**config.mk**
```make
export PLATFORM = sky130hd
export DESIGN_NAME = sensor_depacketizer_flat
export DESIGN_NICKNAME = d
export VERILOG_FILES = /design/src/rtl/sensor_depacketizer_if.sv /design/src/rtl/sensor_depacketizer.sv /design/src/flat_wrapper.sv
export SDC_FILE = /design/constraint.sdc
export NUM_CORES = 1
export LEC_CHECK = 0
export CORE_MARGIN = 5
export CORE_UTILIZATION = 55
export CTS_CLUSTER_DIAMETER = 200
export DETAILED_ROUTE_END_ITERATION = 10
export GPL_TIMING_DRIVEN = 0
export PLACE_DENSITY = 0.84
export SKIP_LAST_GASP = 1
export SLEW_MARGIN = 0
export SYNTH_ARGS = -nofsm -noshare
export SYNTH_HDL_FRONTEND = slang
export SYNTH_SLANG_ARGS = --single-unit
export TNS_END_PERCENT = 5
```
**constraint.sdc**
```tcl
create_clock -name clk -period 4.7 [get_ports clk]
set_input_delay 0.705 -clock clk [delete_from_list [all_inputs] [get_ports clk]]
set_output_delay 0.705 -clock clk [all_outputs]
set_load 0.02 [all_outputs]
```
**src/rtl/sensor_depacketizer_if.sv**
```systemverilog
// Byte-stream input and decoded-sample output bundle of the sensor depacketizer.
// slave = depacketizer side, master = byte source / consumer of samples.
interface sensor_depacketizer_if #(
    parameter int CNT_W = 8
);
    logic [7:0]       rx_data;
    logic             rx_valid;
    logic [15:0]      sensor_data;
    logic             data_valid;
    logic             frame_err;
    logic             timeout_err;
    logic             busy;
    logic [CNT_W-1:0] pkt_count;
    logic [CNT_W-1:0] err_count;

    modport slave (
        input  rx_data, rx_valid,
        output sensor_data, data_valid, frame_err, timeout_err, busy, pkt_count, err_count
    );

    modport master (
        output rx_data, rx_valid,
        input  sensor_data, data_valid, frame_err, timeout_err, busy, pkt_count, err_count
    );
endinterface

```
**src/rtl/sensor_depacketizer.sv**
```systemverilog
// Parses {HEADER, SENSOR_ID, DATA_HI, DATA_LO} frames from a UART byte stream,
// emits the 16-bit sample with a one-cycle strobe and keeps saturating status counters.
module sensor_depacketizer #(
    parameter logic [7:0]  HEADER         = 8'hAA,
    parameter logic [7:0]  SENSOR_ID      = 8'h01,
    parameter logic [15:0] TIMEOUT_CYCLES = 16'd50000,
    parameter int          CNT_W          = 8
) (
    input  logic                 clk,
    input  logic                 reset,
    sensor_depacketizer_if.slave bus
);
    typedef enum logic [1:0] {HUNT, GOT_HDR, GOT_ID, GOT_HI} state_t;

    state_t           state_q, state_d;
    logic [7:0]       hi_q, hi_d;
    logic [15:0]      tmo_q, tmo_d;
    logic [15:0]      sample_q, sample_d;
    logic             dv_q, dv_d;
    logic             fe_q, fe_d;
    logic             te_q, te_d;
    logic             busy_q;
    logic [CNT_W-1:0] pkt_q, err_q;
    logic             pkt_inc, err_inc;

    always_comb begin
        state_d  = state_q;
        hi_d     = hi_q;
        tmo_d    = tmo_q;
        sample_d = sample_q;
        dv_d     = 1'b0;
        fe_d     = 1'b0;
        te_d     = 1'b0;
        pkt_inc  = 1'b0;
        err_inc  = 1'b0;
        if (bus.rx_valid) begin
            // A byte always beats a timeout expiring in the same cycle.
            tmo_d = '0;
            unique case (state_q)
                HUNT: begin
                    if (bus.rx_data == HEADER) state_d = GOT_HDR;
                end
                GOT_HDR: begin
                    if (bus.rx_data == SENSOR_ID) begin
                        state_d = GOT_ID;
                    end else begin
                        fe_d    = 1'b1;
                        err_inc = 1'b1;
                        // A fresh header restarts the frame instead of being dropped.
                        state_d = (bus.rx_data == HEADER) ? GOT_HDR : HUNT;
                    end
                end
                GOT_ID: begin
                    hi_d    = bus.rx_data;
                    state_d = GOT_HI;
                end
                GOT_HI: begin
                    sample_d = {hi_q, bus.rx_data};
                    dv_d     = 1'b1;
                    pkt_inc  = 1'b1;
                    state_d  = HUNT;
                end
                default: state_d = HUNT;
            endcase
        end else if (state_q != HUNT) begin
            if (tmo_q == TIMEOUT_CYCLES - 16'd1) begin
                te_d    = 1'b1;
                err_inc = 1'b1;
                state_d = HUNT;
                tmo_d   = '0;
            end else begin
                tmo_d = tmo_q + 16'd1;
            end
        end else begin
            tmo_d = '0;
        end
    end

    always_ff @(posedge clk) begin
        if (reset) begin
            state_q  <= HUNT;
            hi_q     <= '0;
            tmo_q    <= '0;
            sample_q <= '0;
            dv_q     <= 1'b0;
            fe_q     <= 1'b0;
            te_q     <= 1'b0;
            busy_q   <= 1'b0;
            pkt_q    <= '0;
            err_q    <= '0;
        end else begin
            state_q  <= state_d;
            hi_q     <= hi_d;
            tmo_q    <= tmo_d;
            sample_q <= sample_d;
            dv_q     <= dv_d;
            fe_q     <= fe_d;
            te_q     <= te_d;
            busy_q   <= (state_d != HUNT);
            if (pkt_inc && pkt_q != '1) pkt_q <= pkt_q + 1'b1;
            if (err_inc && err_q != '1) err_q <= err_q + 1'b1;
        end
    end

    assign bus.sensor_data = sample_q;
    assign bus.data_valid  = dv_q;
    assign bus.frame_err   = fe_q;
    assign bus.timeout_err = te_q;
    assign bus.busy        = busy_q;
    assign bus.pkt_count   = pkt_q;
    assign bus.err_count   = err_q;
endmodule

```
**src/flat_wrapper.sv**
```systemverilog
// flat-port wrapper written by rule: the top's interface ports become plain ports
module sensor_depacketizer_flat 
#(
    parameter logic [7:0]  HEADER         = 8'hAA,
    parameter logic [7:0]  SENSOR_ID      = 8'h01,
    parameter logic [15:0] TIMEOUT_CYCLES = 16'd50000,
    parameter int          CNT_W          = 8
)
  (clk, reset, bus_rx_data, bus_rx_valid, bus_sensor_data, bus_data_valid, bus_frame_err, bus_timeout_err, bus_busy, bus_pkt_count, bus_err_count);
  sensor_depacketizer_if #(.CNT_W(CNT_W)) bus_i ();
  input  logic clk;
  input  logic reset;
  input wire logic [$bits(bus_i.rx_data)-1:0] bus_rx_data;
  input wire logic [$bits(bus_i.rx_valid)-1:0] bus_rx_valid;
  output wire logic [$bits(bus_i.sensor_data)-1:0] bus_sensor_data;
  output wire logic [$bits(bus_i.data_valid)-1:0] bus_data_valid;
  output wire logic [$bits(bus_i.frame_err)-1:0] bus_frame_err;
  output wire logic [$bits(bus_i.timeout_err)-1:0] bus_timeout_err;
  output wire logic [$bits(bus_i.busy)-1:0] bus_busy;
  output wire logic [$bits(bus_i.pkt_count)-1:0] bus_pkt_count;
  output wire logic [$bits(bus_i.err_count)-1:0] bus_err_count;
  assign bus_i.rx_data = bus_rx_data;
  assign bus_i.rx_valid = bus_rx_valid;
  assign bus_sensor_data = bus_i.sensor_data;
  assign bus_data_valid = bus_i.data_valid;
  assign bus_frame_err = bus_i.frame_err;
  assign bus_timeout_err = bus_i.timeout_err;
  assign bus_busy = bus_i.busy;
  assign bus_pkt_count = bus_i.pkt_count;
  assign bus_err_count = bus_i.err_count;
  sensor_depacketizer #(.HEADER(HEADER), .SENSOR_ID(SENSOR_ID), .TIMEOUT_CYCLES(TIMEOUT_CYCLES), .CNT_W(CNT_W)) u_core (.clk(clk), .reset(reset), .bus(bus_i));
endmodule
```
==> results of run 1 <==
==> layer usage <==
metal | up-vias | track usage (%) | routed length, µm
met5 | - | 0 | 0
met4 | 0 | 7.60 | 83
met3 | 7 | 7.89 | 282
met2 | 48 | 32.8 | 2670
met1 | 1012 | 22.8 | 2490
li1 | 1104 | - | -
==> sequential cells by signal, summed over array words and instances (netlist names) <==
signal / cells
u_core.bus.sensor_data: 16
u_core.tmo_q: 16
u_core.bus.err_count: 8
u_core.bus.pkt_count: 8
u_core.hi_q: 8
u_core.state_q: 2
u_core.bus.busy: 1
u_core.bus.data_valid: 1
u_core.bus.frame_err: 1
u_core.bus.timeout_err: 1
==> stage by stage <==
step | util, % | worst slack (ns)
floorplan | - | 2.59
global placement | 69.3 | 2.00
detailed placement | 69.3 | 1.99
CTS | 73.8 | 2.33
global route | 73.8 | 2.25
finish | 73.8 | 2.31
==> cell usage after synthesis <==
| cell | instances | area share (%) |
|---|---|---|
| a21oi_1 | 24 | 4.7 |
| o21a_1 | 1 | 0.29 |
| nor4_4 | 1 | 0.83 |
| xor2_1 | 12 | 4.1 |
| a31oi_1 | 1 | 0.25 |
| nand4_2 | 1 | 0.49 |
| nor3_1 | 5 | 0.98 |
| a211o_1 | 1 | 0.34 |
| a31o_2 | 1 | 0.34 |
| nor2_1 | 41 | 6.0 |
| and3b_1 | 1 | 0.34 |
| and3_2 | 3 | 0.88 |
| dfxtp_1 | 62 | 49 |
| nand3b_1 | 1 | 0.29 |
| or3_1 | 4 | 0.98 |
| nand4_1 | 6 | 1.5 |
| buf_6 | 1 | 0.44 |
| ha_1 | 3 | 1.5 |
| buf_1 | 1 | 0.15 |
| and4_1 | 2 | 0.69 |
| o311ai_0 | 1 | 0.34 |
| o311ai_2 | 1 | 0.64 |
| nor2b_1 | 1 | 0.25 |
| clkbuf_1 | 12 | 1.8 |
| mux2_1 | 1 | 0.44 |
| nand2_1 | 45 | 6.6 |
| and3_1 | 5 | 1.2 |
| or3_4 | 1 | 0.44 |
| nand3_1 | 9 | 1.8 |
| inv_1 | 4 | 0.59 |
| xnor2_1 | 8 | 2.7 |
| o221a_1 | 1 | 0.44 |
| nor4_1 | 1 | 0.25 |
| o31ai_1 | 2 | 0.59 |
| or4b_2 | 1 | 0.39 |
| mux2i_1 | 10 | 3.9 |
| and4bb_2 | 1 | 0.49 |
| o41ai_1 | 1 | 0.34 |
| o21bai_1 | 1 | 0.29 |
| and2_1 | 2 | 0.49 |
| nand2b_1 | 1 | 0.25 |
| or2_2 | 1 | 0.25 |
| o21ai_0 | 6 | 1.2 |
| or4_1 | 2 | 0.59 |
==> area by class of cell <==
cell class	count	area, µm²	area share (%)
multi-input cells	210	1240	37.9
plain buffers	14	60.1	1.84
well taps	52	65.1	2.00
clock buffers	13	159	4.88
flip-flops and latches	62	1240	38.1
repair buffers	44	440	13.5
inverters	4	15.0	0.461
clock inverters	3	42.5	1.31
==> power by group through the flow <==
stage	Combinational (µW)	Clock, µW	Sequential (µW)
after global placement	49.2	0	546
after floorplan	26.0	0	548
final	50.6	469	534
after detailed placement	50.4	0	546
after global routing	56.0	506	534
after CTS	50.9	478	534
==> critical path: cells and delay by family <==
family	cells	cell delay [ns]
AO/OA/AOI/OAI	3	0.79
buffers and inverters	2	0.64
AND/OR/NAND/NOR	2	0.46
==> path summary, 6_finish.rpt <==
kind	from	end	slack (ns)	depth (start not counted)
max	bus_rx_data[7]	u_core.bus.err_count[6]	2.31	7
min reg2reg	u_core.bus.sensor_data[14]	u_core.bus.sensor_data[14]	0.46	2
min	u_core.bus.sensor_data[14]	u_core.bus.sensor_data[14]	0.46	2
max reg2reg	u_core.tmo_q[0]	u_core.bus.err_count[4]	2.68	7
==> kinds of logic after synthesis <==
family          after synthesis  share of synthesized area, %
fa+ha+maj                     3                          1.47
xor+xnor                     20                          6.86
buf+inv                      18                          2.94
flops                        62                          48.6
simple gates                135                          26.0
compound gates               41                          9.76
mux                          11                          4.36
==> placed cells by master (no fill, tap or decap), types with 2 or more instances in the layout <==
| master | synthesis | layout |
|---|---|---|
| nor3_1 | 5 | 5 |
| nand2_1 | 45 | 45 |
| a21oi_1 | 24 | 24 |
| and4_1 | 2 | 2 |
| nand3_1 | 9 | 9 |
| xor2_1 | 12 | 12 |
| ha_1 | 3 | 3 |
| o31ai_1 | 2 | 2 |
| o21ai_0 | 6 | 6 |
| dfxtp_1 | 62 | 62 |
| clkbuf_1 | 12 | 14 |
| clkdlybuf4s50_1 | 0 | 44 |
| xnor2_1 | 8 | 8 |
| clkbuf_8 | 0 | 11 |
| or4_1 | 2 | 2 |
| nand4_1 | 6 | 6 |
| nor2_1 | 41 | 41 |
| mux2i_1 | 10 | 10 |
| or3_1 | 4 | 4 |
| and2_1 | 2 | 2 |
| inv_1 | 4 | 4 |
| and3_2 | 3 | 3 |
| and3_1 | 5 | 5 |
==> run_results.csv, run 1 <==
group,metric,value,unit
worst_setup_path,critPathMaxStageDelay,0.49,ns
clock_tree,clock-sinks,62,
floorplanning,die-area,6100,µm²
timing,tightest_slew,0.594,ns
floorplanning,die_height,78.1,µm
floorplanning,ios,47,
detailed_routing,drtAntennaViolNets,0,
floorplanning,design.core.area,4410,µm²
clock_tree,path_clk_slew,0.07,ns
detailed_routing,wl_per_cell,13.8,µm
timing,setup_viol_count_final,0,
placement,dp.cells,386,
power_and_ir_drop,ir_worst_vdd,0.242,mV
layout,nets,359,
outcome,status,"completed",
clock_tree,clk_path_buf_depth,2,
layout,fill_cells,353,
worst_setup_path,cp.required,4.92,ns
floorplanning,initial_core_util,57.8,%
worst_setup_path,end_kind,"flop",
floorplanning,rows,24,
yosys,syn-cell-area,2550,µm²
placement,portBuffers,44,
layout,drive_gt1_share,7.43,%
worst_setup_path,critPathMaxFanout,10,
timing,finalCritPeriodShare,50.8,%
clock_tree,ctsHoldBuffers,0,
grt,track_usage,19.8,%
grt,grt_pass1_wl,9710,µm
power_and_ir_drop,combPwrFrac,4.8,%
worst_setup_path,critical_path_class,"input port to flop",
grt,antenna_found_initial,0,
yosys,ys_types,44,
detailed_routing,drcViolationCount,0,
power_and_ir_drop,leakage,0.00120,µW
yosys,synthesis.nets,304,
yosys,syn_inst,290,
timing,grt_setup_unrepaired,"no",
clock_tree,cts_resized,0,
detailed_routing,firstDrtPassIters,4,
hold_path,min_path_type,"flop to flop",
run,cap_viol_max_count,0,
power_and_ir_drop,p_sw,228,µW
power_and_ir_drop,power,1050,µW
power_and_ir_drop,pwr-share-clk,44.5,%
yosys,ys_ff_latch,62,
clock_tree,root_buffer,"clkbuf_8",
clock_tree,clock_latency,0.33,ns
grt,first_global_vias,2162,
worst_setup_path,worstSetupStartpointType,"input port",
layout,area_growth,27.7,%
floorplanning,die_x,78.1,µm
placement,placed_area,3060,µm²
timing,holdWs,0.456,ns
yosys,ys_seq_area_share,48.6,%
detailed_routing,num_vias,2171,
placement,place_congestion,0.833,
detailed_routing,wl,5530,µm
clock_tree,cts_buffers,9,
clock_tree,cts_setup_buffers,0,
timing,max_freq,418,MHz
placement,dpl.hpwl,3880,µm
detailed_routing,vias_per_cell,5.40,
grt,overflow,0,
grt,grt_max_degree,11,
timing,finalSetupTns,0,ns
timing,period_needed,2.39,ns
worst_setup_path,cp.arrival,2.61,ns
clock_tree,cts_tree,"built",
power_and_ir_drop,power_density,323,nW/µm²
layout,diodes,0,
power_and_ir_drop,switching_share,21.7,%
timing,hold_viol_final,0,
clock_tree,h-tree-depth,3,
timing,slew_viol_final,0,
timing,fin_skew,0.00595,ns
yosys,ys_warn_count,0,
layout,fin_area,3260,µm²
power_and_ir_drop,p_int,826,µW
detailed_routing,drt_iter0_drc,100,
timing,max_slew_margin,60.1,%
yosys,avgSynthCellArea,8.80,µm²
layout,stdcell_count,402,
worst_setup_path,crit_path_top_delay_cell,"clkdlybuf4s50_1",
power_and_ir_drop,power.share.sequential,50.7,%
worst_setup_path,crit_path_cell_trace,"clkdlybuf4s50_1 > or3_1 > o311ai_2 > o21a_1 > buf_6 > nor3_1 > o221a_1",
(Power assumes the default switching activity.)
==> run 2: changes to the inputs <==
- CORE_UTILIZATION: 55 -> 51
- PLACE_DENSITY: 0.84 -> 0.79
- clock period: 4.7 -> 2.4 ns (I/O delays scaled with it)
==> run 2 against run 1 <==
- wire length fell by 0.56%
- core utilization decreased by 6.0 points
- clock skew down 0.0018 ns
- worst hold slack worse by 0.012 ns
- register-to-register slack got worse by 2.3 ns
- first-iteration DRC count increased by 5.0%
- critical path depth is the same
- cell area fell by 0.46%
- clock power up 69%
- flip-flop and latch count stayed put
- non-clock buffer count unchanged
==> run_results.csv, run 2 (synthesized netlist as in run 1, its figures left out) <==
group,metric,value,unit
power_and_ir_drop,ir_worst_vdd,0.386,mV
clock_tree,ctsHoldBuffers,0,
placement,place_congestion,0.833,
placement,placed_area,3080,µm²
floorplanning,ios,47,
layout,diodes,0,
layout,fin_area,3240,µm²
power_and_ir_drop,p_sw,432,µW
clock_tree,clk_path_buf_depth,2,
detailed_routing,drt_iter0_drc,105,
power_and_ir_drop,pwr-share-clk,41.0,%
grt,grt_util_met3,4.66,%
grt,grt_pass1_wl,9700,µm
timing,max_slew_margin,57.0,%
detailed_routing,vias_per_cell,5.13,
clock_tree,cts_tree,"built",
clock_tree,path_clk_slew,0.06,ns
power_and_ir_drop,leakage,0.00119,µW
clock_tree,cts_setup_buffers,0,
floorplanning,die_x,80.7,µm
worst_setup_path,crit_start,"bus_rx_data[2]",
timing,grt_setup_unrepaired,"no",
power_and_ir_drop,power.share.sequential,54.0,%
clock_tree,h-tree-depth,3,
floorplanning,design.core.area,4790,µm²
grt,overflow,0,
hold_path,min_path_type,"input port to flop",
layout,mostFrequentLayoutCells,"dfxtp_1, nand2_1, clkdlybuf4s50_1",
placement,dpl.hpwl,3860,µm
layout,drive_gt1_share,6.88,%
detailed_routing,num_vias,2132,
floorplanning,rows,25,
worst_setup_path,critPathMaxFanout,10,
layout,nets,359,
power_and_ir_drop,p_int,1510,µW
floorplanning,die_height,80.7,µm
worst_setup_path,end_kind,"flop",
grt,first_global_vias,2156,
timing,fin_skew,0.00418,ns
grt,grt_use_met2,29.7,%
clock_tree,cts_buffers,9,
clock_tree,root_buffer,"clkbuf_8",
outcome,status,"completed",
grt,antenna_found_initial,0,
power_and_ir_drop,power_density,598,nW/µm²
timing,finalSetupTns,0,ns
worst_setup_path,rr_worst_depth,7,
clock_tree,cts_resized,0,
power_and_ir_drop,combPwrFrac,5.1,%
power_and_ir_drop,switching_share,22.3,%
clock_tree,clock-sinks,62,
timing,setup_viol_count_final,0,
floorplanning,initial_core_util,53.3,%
worst_setup_path,critPathCapture,"u_core.bus.err_count[6]",
worst_setup_path,r2r-end,"u_core.bus.err_count[4]",
timing,finalCritPeriodShare,85.7,%
worst_setup_path,reg2reg_slack,0.40,ns
worst_setup_path,critical_path_class,"input port to flop",
layout,final_common_cell,"dfxtp_1",
detailed_routing,drtAntennaViolNets,0,
grt,grt_use_met1,24.7,%
grt,track_usage,18.9,%
floorplanning,die-area,6520,µm²
worst_setup_path,worstSetupStartpointType,"input port",
layout,area_growth,27.1,%
timing,hold_viol_final,0,
clock_tree,clock_latency,0.33,ns
timing,tightest_slew,0.640,ns
detailed_routing,wl,5500,µm
timing,period_needed,2.06,ns
detailed_routing,firstDrtPassIters,4,
worst_setup_path,cp.required,2.62,ns
grt,grt_max_degree,11,
placement,portBuffers,44,
timing,max_freq,486,MHz
detailed_routing,wl_per_cell,13.2,µm
timing,slew_viol_final,0,
worst_setup_path,cp.arrival,2.28,ns
grt,top_usage_layer,"met2",
run,cap_viol_max_count,0,
detailed_routing,drcViolationCount,0,
worst_setup_path,regToRegStartpoint,"u_core.tmo_q[0]",
## run 2: power by group through the flow
stage | logic (µW) | clock network, µW | registers [µW]
after detailed placement | 98.7 | 0 | 1070
final | 98.3 | 794 | 1050
after CTS | 98.9 | 809 | 1050
after global routing | 108 | 865 | 1050
after floorplan | 50.9 | 0 | 1070
after global placement | 96.8 | 0 | 1070
## run 2: worst min-delay path by stage
stage	from	to	slack [ns]	cells after the start
after CTS	bus_rx_valid	u_core.state_q[0]	0.44	3
after global placement	u_core.tmo_q[0]	u_core.tmo_q[0]	0.43	1
after detailed placement	u_core.tmo_q[0]	u_core.tmo_q[0]	0.45	1
after global routing	u_core.hi_q[0]	u_core.bus.sensor_data[8]	0.48	2
final	bus_rx_valid	u_core.state_q[0]	0.44	3
after floorplan	u_core.tmo_q[0]	u_core.tmo_q[0]	0.42	1
## run 2: cell type report
| type | instances | area, µm² |
|---|---|---|
| plain buffers | 14 | 60.1 |
| flip-flops and latches | 62 | 1240 |
| repair buffers | 44 | 440 |
| inverters | 4 | 15.0 |
| clock buffers | 14 | 163 |
| multi-input cells | 210 | 1240 |
| fillers | 405 | 1540 |
| clock inverters | 1 | 5.00 |
| well taps | 67 | 83.8 |
## run 2: routing by layer
layer / up-vias / share of wire [%]
met5: - / 0
met2: 55 / 45
met1: 969 / 48
met4: 0 / 1.5
met3: 8 / 5.8
li1: 1100 / -
## run 2: per-stage QoR
step           total power, µW  utilization [%]  instances  worst slack [ns]  hold WS [ns]
2_1_floorplan             1120                -        290             0.607         0.418
3_3_place_gp              1170             64.3        401            0.0330         0.434
3_5_place_dp              1170             64.3        401           0.00312         0.449
4_1_cts                   1950             67.8        416             0.358         0.438
5_1_grt                   2020             67.8        416             0.232         0.479
6_report                  1940             67.8        416             0.343         0.445
## run 2: worst max-delay path, cell delays in order
cell,delay [ns]
clkdlybuf4s50_1,0.45
or3_4,0.42
o311ai_2,0.34
o21a_1,0.26
buf_6,0.16
nor3_1,0.05
o221a_1,0.24
==> run 3: changes to the inputs <==
- CORE_ASPECT_RATIO: default -> 0.7
- CORE_UTILIZATION: 51 -> 46
- CTS_CLUSTER_SIZE: default -> 20
- PLACE_DENSITY: 0.79 -> 0.73
==> run 3 against run 2 <==
- global-route usage decreased by 2.1 points
- critical path depth did not move
- wire length grew 1.1%
- first-iteration DRC count grew 5.7%
==> run_results.csv, run 3 (synthesized netlist as in run 1, its figures left out) <==
group,metric,value,unit
timing,slew_viol_final,0,
clock_tree,cts_buffers,9,
grt,grt_max_degree,11,
floorplanning,rows,22,
timing,finalSetupTns,0,ns
placement,placed_area,3080,µm²
timing,setup_viol_count_final,0,
timing,finalCritPeriodShare,84.2,%
layout,final_common_cell,"dfxtp_1",
hold_path,min_path_type,"flop to flop",
power_and_ir_drop,leakage,0.00119,µW
clock_tree,root_buffer,"clkbuf_8",
timing,grt_setup_unrepaired,"no",
detailed_routing,drcViolationCount,0,
grt,antenna_found_initial,0,
floorplanning,die_height,72.3,µm
clock_tree,path_clk_slew,0.07,ns
layout,nets,359,
timing,fin_skew,0.00845,ns
placement,portBuffers,44,
detailed_routing,vias_per_cell,5.09,
clock_tree,cts_resized,0,
timing,max_slew_margin,59.5,%
grt,track_usage,16.8,%
layout,mostFrequentLayoutCells,"dfxtp_1, nand2_1, clkdlybuf4s50_1",
placement,dpl_worst_slack,0.0298,ns
layout,fin_area,3260,µm²
clock_tree,cts_setup_buffers,0,
worst_setup_path,cp.arrival,2.25,ns
worst_setup_path,end_kind,"flop",
timing,max_freq,495,MHz
detailed_routing,wl_per_cell,13.2,µm
placement,place_congestion,0.806,
clock_tree,clk_path_buf_depth,2,
floorplanning,initial_core_util,48.0,%
grt,overflow,0,
worst_setup_path,worstSetupStartpointType,"input port",
floorplanning,ios,47,
timing,hold_viol_final,0,
timing,period_needed,2.02,ns
detailed_routing,wl,5560,µm
worst_setup_path,critical_path_class,"input port to flop",
grt,grt_pass1_wl,9490,µm
detailed_routing,drt_iter0_drc,111,
layout,register_area,1240,µm²
layout,final_util,61.3,%
detailed_routing,drtAntennaViolNets,0,
clock_tree,h-tree-depth,3,
grt,first_global_vias,2061,
power_and_ir_drop,ir_worst_vdd,0.354,mV
layout,diodes,0,
timing,tightest_slew,0.602,ns
floorplanning,die_x,99.0,µm
layout,area_growth,27.6,%
floorplanning,die-area,7160,µm²
clock_tree,ctsHoldBuffers,0,
run,cap_viol_max_count,0,
clock_tree,clock_latency,0.33,ns
power_and_ir_drop,power_density,598,nW/µm²
outcome,status,"completed",
layout,multi_input_area,1240,µm²
clock_tree,cts_tree,"built",
worst_setup_path,critPathMaxFanout,10,
worst_setup_path,cp.required,2.63,ns
detailed_routing,firstDrtPassIters,4,
layout,drive_gt1_share,7.18,%
placement,dpl.hpwl,4140,µm
layout,fill_cells,466,
clock_tree,clock-sinks,62,
timing,fin_ws,0.378,ns
detailed_routing,num_vias,2137,
floorplanning,design.core.area,5310,µm²
run 3: cell types whose count changed in the layout (fill, tap and decap cells not counted):
cell	before	now
clkbuf_1	15	13
clkbuf_8	11	12
run 3: final timing paths:
path	slack [ns]	from	depth (start not counted)	end
min reg2reg	0.45	u_core.hi_q[4]	2	u_core.bus.sensor_data[12]
max	0.38	bus_rx_data[2]	7	u_core.bus.err_count[6]
min	0.45	u_core.hi_q[4]	2	u_core.bus.sensor_data[12]
max reg2reg	0.41	u_core.tmo_q[0]	7	u_core.bus.err_count[4]
run 3: report_power, final:
part	internal [µW]	switching [µW]	leakage, µW	total, µW
clock	446	357	0.0000914	803
combinational	40.8	58.4	0.000602	99.2
sequential	1040	5.80	0.000501	1050
total	1530	421	0.00119	1950
run 3: layer usage:
| metal | up-vias | GRT usage (%) | part of all wire, % |
|---|---|---|---|
| met5 | - | 0 | 0 |
| met4 | 0 | 5.30 | 1.1 |
| met3 | 8 | 8.07 | 8.2 |
| met2 | 63 | 24.3 | 40 |
| met1 | 964 | 22.0 | 50 |
| li1 | 1102 | - | - |
run 3: worst max-delay path, cell delays in order:
cell and delay, ns:
clkdlybuf4s50_1 0.45, or3_4 0.42, o311ai_2 0.33, o21a_1 0.25
buf_6 0.15, nor3_1 0.05, o221a_1 0.23
run 3: area by class of cell:
type	count	share of cell area, %
multi-input combinational	210	38.0
timing repair buffer	44	13.5
clock buffer	13	5.19
sequential	62	38.1
tap	72	2.77
buffer	14	1.84
clock inverter	1	0.154
inverter	4	0.461
run 3: per-stage QoR:
stage / hold slack (ns) / std cells / power, µW
final: 0.452 / 420 / 1950
after global routing: 0.447 / 420 / 2040
after CTS: 0.408 / 420 / 1970
after detailed placement: 0.443 / 406 / 1170
after global placement: 0.428 / 406 / 1170
after floorplan: 0.418 / 290 / 1120
